### src/rtl/vedic_mac_sequencer.sv
// vedic_mac_sequencer: time-multiplexes one external 8x8 multiplier over NTAPS taps, accumulating y = sum(x[i]*w[i])
// Ports: clk, rst_n (sync, active-low) | start in, busy/done out (done is a 1-cycle pulse, acc_out valid then)
//        tap_addr -> sample/coeff memories, x_data/w_data <- memories one cycle later
//        mul_a/mul_b -> registered multiplier operands, mul_p <- combinational product
//        acc_out: running sum, held until the next accepted start
// Build option: define VEDIC_MAC_SIGNED_EN for two's complement x/w (magnitudes to the multiplier, sign applied at accumulate)
module vedic_mac_sequencer #(
  parameter int NTAPS = 8,
  parameter int AW    = 3,
  parameter int ACCW  = 20
) (
  input  logic            clk,
  input  logic            rst_n,
  input  logic            start,
  output logic            busy,
  output logic            done,
  output logic [AW-1:0]   tap_addr,
  input  logic [7:0]      x_data,
  input  logic [7:0]      w_data,
  output logic [7:0]      mul_a,
  output logic [7:0]      mul_b,
  input  logic [15:0]     mul_p,
  output logic [ACCW-1:0] acc_out
);
  typedef enum logic [1:0] {IDLE, RUN, DRAIN} state_t;
  localparam logic [AW-1:0] LAST = AW'(NTAPS - 1);
  state_t state, state_nx;
  logic v_data, v_op, last_tap, fin, go;
  logic [7:0] a_nx, b_nx;
  logic [ACCW-1:0] prod;
  assign last_tap = tap_addr == LAST;
  // v_data: memory output is valid; v_op: mul_a/mul_b hold a live tap
  assign fin = state == DRAIN && v_op && !v_data;
  assign go = state == IDLE && start;
`ifdef VEDIC_MAC_SIGNED_EN
  logic sgn;
  assign a_nx = x_data[7] ? -x_data : x_data;
  assign b_nx = w_data[7] ? -w_data : w_data;
  assign prod = sgn ? -ACCW'(mul_p) : ACCW'(mul_p);
`else
  assign a_nx = x_data;
  assign b_nx = w_data;
  assign prod = ACCW'(mul_p);
`endif
  always_ff @(posedge clk)
    if (!rst_n) state <= IDLE;
    else state <= state_nx;
  always_comb
    state_nx = state == IDLE ? (start ? RUN : IDLE) :
               state == RUN  ? (last_tap ? DRAIN : RUN) :
               state == DRAIN ? (fin ? IDLE : DRAIN) : IDLE;
  always_comb busy = state != IDLE;
  always_ff @(posedge clk)
    if (!rst_n) begin
      done     <= 1'b0;
      tap_addr <= '0;
      v_data   <= 1'b0;
      v_op     <= 1'b0;
      mul_a    <= '0;
      mul_b    <= '0;
      acc_out  <= '0;
`ifdef VEDIC_MAC_SIGNED_EN
      sgn      <= 1'b0;
`endif
    end else begin
      done   <= fin;
      v_data <= state == RUN;
      v_op   <= v_data;
      if (go) tap_addr <= '0;
      else if (state == RUN && !last_tap) tap_addr <= tap_addr + 1'b1;
      if (v_data) begin
        mul_a <= a_nx;
        mul_b <= b_nx;
`ifdef VEDIC_MAC_SIGNED_EN
        sgn   <= x_data[7] ^ w_data[7];
`endif
      end
      if (go) acc_out <= '0;
      else if (v_op) acc_out <= acc_out + prod;
    end
endmodule
### config.mk
export PLATFORM = sky130hd
export DESIGN_NAME = vedic_mac_sequencer
export DESIGN_NICKNAME = d
export VERILOG_FILES = /design/src/rtl/vedic_mac_sequencer.sv
export SDC_FILE = /design/constraint.sdc
export NUM_CORES = 1
export LEC_CHECK = 0
export CAP_MARGIN = 20
export CORE_MARGIN = 8
export CORE_UTILIZATION = 40
export CTS_BUF_LIST = sky130_fd_sc_hd__clkbuf_4 sky130_fd_sc_hd__clkbuf_8
export CTS_CLUSTER_DIAMETER = 200
export CTS_CLUSTER_SIZE = 16
export DETAILED_ROUTE_END_ITERATION = 10
export PLACE_DENSITY_LB_ADDON = 0.1
export SETUP_SLACK_MARGIN = 0.15
export SLEW_MARGIN = 20
export SYNTH_ARGS = -nofsm -noshare
export SYNTH_HDL_FRONTEND = slang
export SYNTH_SLANG_ARGS = --single-unit
export TNS_END_PERCENT = 30
### constraint.sdc
create_clock -name clk -period 3.11 [get_ports clk]
set_clock_uncertainty 0.05 [all_clocks]
set_input_delay 0.622 -clock clk [delete_from_list [all_inputs] [get_ports clk]]
set_output_delay 0.622 -clock clk [all_outputs]
set_load 0.1 [all_outputs]
==> results_dict.tcl <==
set metrics [dict create \
    clk_path_buf_depth 2 \
    crit_required_ns 3.24 \
    grt_first_pass_wirelength_mm 9.76 \
    cp-start-kind "input port" \
    core_area_sq_um 6200 \
    final-max-slew-violation-count 0 \
    slew_headroom 0.324 \
    io_pins 76 \
    cts-root-buf "clkbuf_8" \
    max-vdd-ir-drop_v 0.000239 \
    synth.distinct_cells 53 \
    cts.htree.levels 2 \
    ctsResizeCount 0 \
    synth_enable_flop_cells 0 \
    clk_pin_slew_ns 0.08 \
    overflow 0 \
    netlist.area_leader.share 0.350 \
    synthesis.area_sq_um 2510 \
    hold_buffers 0 \
    placementRows 29 \
    first_pass_iters 4 \
    area_delta_synth_final_pct 32.5 \
    setup.worst_path.start "mul_p[0]" \
    dieArea_sq_um 9080 \
    nNetsFinal 399 \
    fp.dieH_um 95.3 \
    cts_sinks 44 \
    fin_util 0.537 \
    critPathCaptureType "register" \
    start_util 0.405 \
    drive_gt1_frac 0.191 \
    tns_ns 0 \
    antenna_cells 0 \
    final_antenna_net_count 0 \
    rr_startpoint "acc_out[0]" \
    gp_congestion 0.802 \
    hold_violations 0 \
    power_per_cell_area_nw_per_um2 377 \
    grt_max_degree 20 \
    track_usage 0.134 \
    crit_arrival_ns 2.81 \
    synthArstFlopShare 0 \
    io_buffers 75 \
    via_per_inst 5.08 \
    fin_crit_sh 0.861 \
    final_cells 422 \
    grt_antenna_before_repair 0 \
    synth_area_leaders "dfxtp_1, mux2i_1, ha_1" \
    worstSetupPathType "input port to register" \
    mostFrequentLayoutCells "buf_4, dfxtp_1, clkdlybuf4s50_1" \
    cts_tree "yes" \
    synth-seq-area-share 0.350 \
    cts_buffers 5 \
    drt_iter0_drc 88 \
    ys_ff_latch 44 \
    drt_wl_total_mm 6.07 \
    synth_top_cell_by_area "dfxtp_1" \
    min-delay-start "acc_out[15]" \
    status "finished clean" \
    clock_latency_ns 0.29 \
    worstMarginPinSlew_ns 1.01 \
    post_cts_buffers 0 \
    synthesis.nets 320 \
    mostFrequentLayoutCell "buf_4" \
    ys_warn_count 0 \
    synthFlopType "dfxtp_1" \
    dpl.cell_count 415 \
    synth_area_per_cell_sq_um 9.45 \
    fmax_mhz 374 \
    wire_per_inst_um 14.4 \
    dieWidth_um 95.3 \
    synth_cells 266 \
    setup_viol 0 \
    vias 2145 \
    maxCapViolations 0 \
    cp_max_fo 5 \
    static-leakage-power_nw 1.37 \
    rsz0062_at_grt "no" \
    drcViolationCount 0 \
    hpwl_mm 4.65 \
    grt_pass1_vias 2092 \
    rrSetupSlack_ns 0.85 \
    finalCriticalPeriod_ns 2.68 \
    min-delay-path-class "register to register" \
]
flip-flops by register name (all words and copies together) (netlist names):
register and count:
mul_b 8, mul_a 8, done 1, v_op 1, state 2, v_data 1
tap_addr 3, acc_out 20
cells in the mapped netlist (all sizes together), types with 2 or more instances:
cell type / n
o31ai: 2
o21ai: 16
nand2: 11
nor2b: 17
or3: 2
inv: 8
nand2b: 3
o211ai: 5
o21a: 3
nor2: 21
and3: 2
xor2: 3
nor3: 4
nand3: 10
ha: 18
a21boi: 2
o22ai: 2
a211oi: 4
clkbuf: 6
a21oi: 13
nand4: 2
xnor2: 10
buf: 3
a21o: 9
a31oi: 4
mux2i: 26
and2: 2
dfxtp: 44
power by group:
part | total (mW) | internal (mW) | leakage [nW] | switching [mW]
clock network | 0.356 | 0.153 | 0.0400 | 0.203
registers | 0.595 | 0.579 | 0.357 | 0.0162
logic | 0.305 | 0.114 | 0.975 | 0.191
layer usage:
layer,global-route usage,share of wire
met4,0.0455,0.012
met1,0.173,0.48
met2,0.207,0.45
met3,0.0394,0.062
met5,0,0
final timing paths:
kind,to,depth (start not counted)
max,acc_out[12],10
min,acc_out[15],2
max reg2reg,acc_out[12],9
min reg2reg,acc_out[15],2
logic make-up after synthesis:
group,after synthesis,synth area share
XOR/XNOR,13,0.0453
buffers and inverters,17,0.0333
AND/OR/NAND/NOR,80,0.167
AO/OA/AOI/OAI,67,0.203
multiplexers,26,0.104
flip-flops,44,0.350
adder cells (fa/ha/maj),19,0.0976
critical path: stages:
cell	delay [ns]
clkdlybuf4s50_1	0.41
ha_1	0.24
fa_1	0.42
a21o_1	0.22
a221oi_2	0.21
buf_4	0.18
o211ai_1	0.10
a21oi_1	0.19
xor2_1	0.16
a21oi_1	0.08
metrics by stage:
stage | cell area [sq um] | total power [mW] | worst slack, ns | hold WS [ns]
CTS | 3330 | 1.27 | 0.431 | 0.452
finish | 3330 | 1.26 | 0.433 | 0.454
detailed placement | 3250 | 0.915 | 0.117 | 0.438
global placement | 3250 | 0.915 | 0.143 | 0.434
floorplan | 2510 | 0.822 | 0.379 | 0.457
global route | 3330 | 1.31 | 0.293 | 0.475
final cells by class:
type	count	area [sq um]
clock inverter	2	12.5
inverter	8	30.0
timing repair buffer	81	693
clock buffer	5	68.8
sequential	44	881
multi-input combinational	205	1550
tap	77	96.3
fill	588	2870
Power figures use the tool's default switching activity.
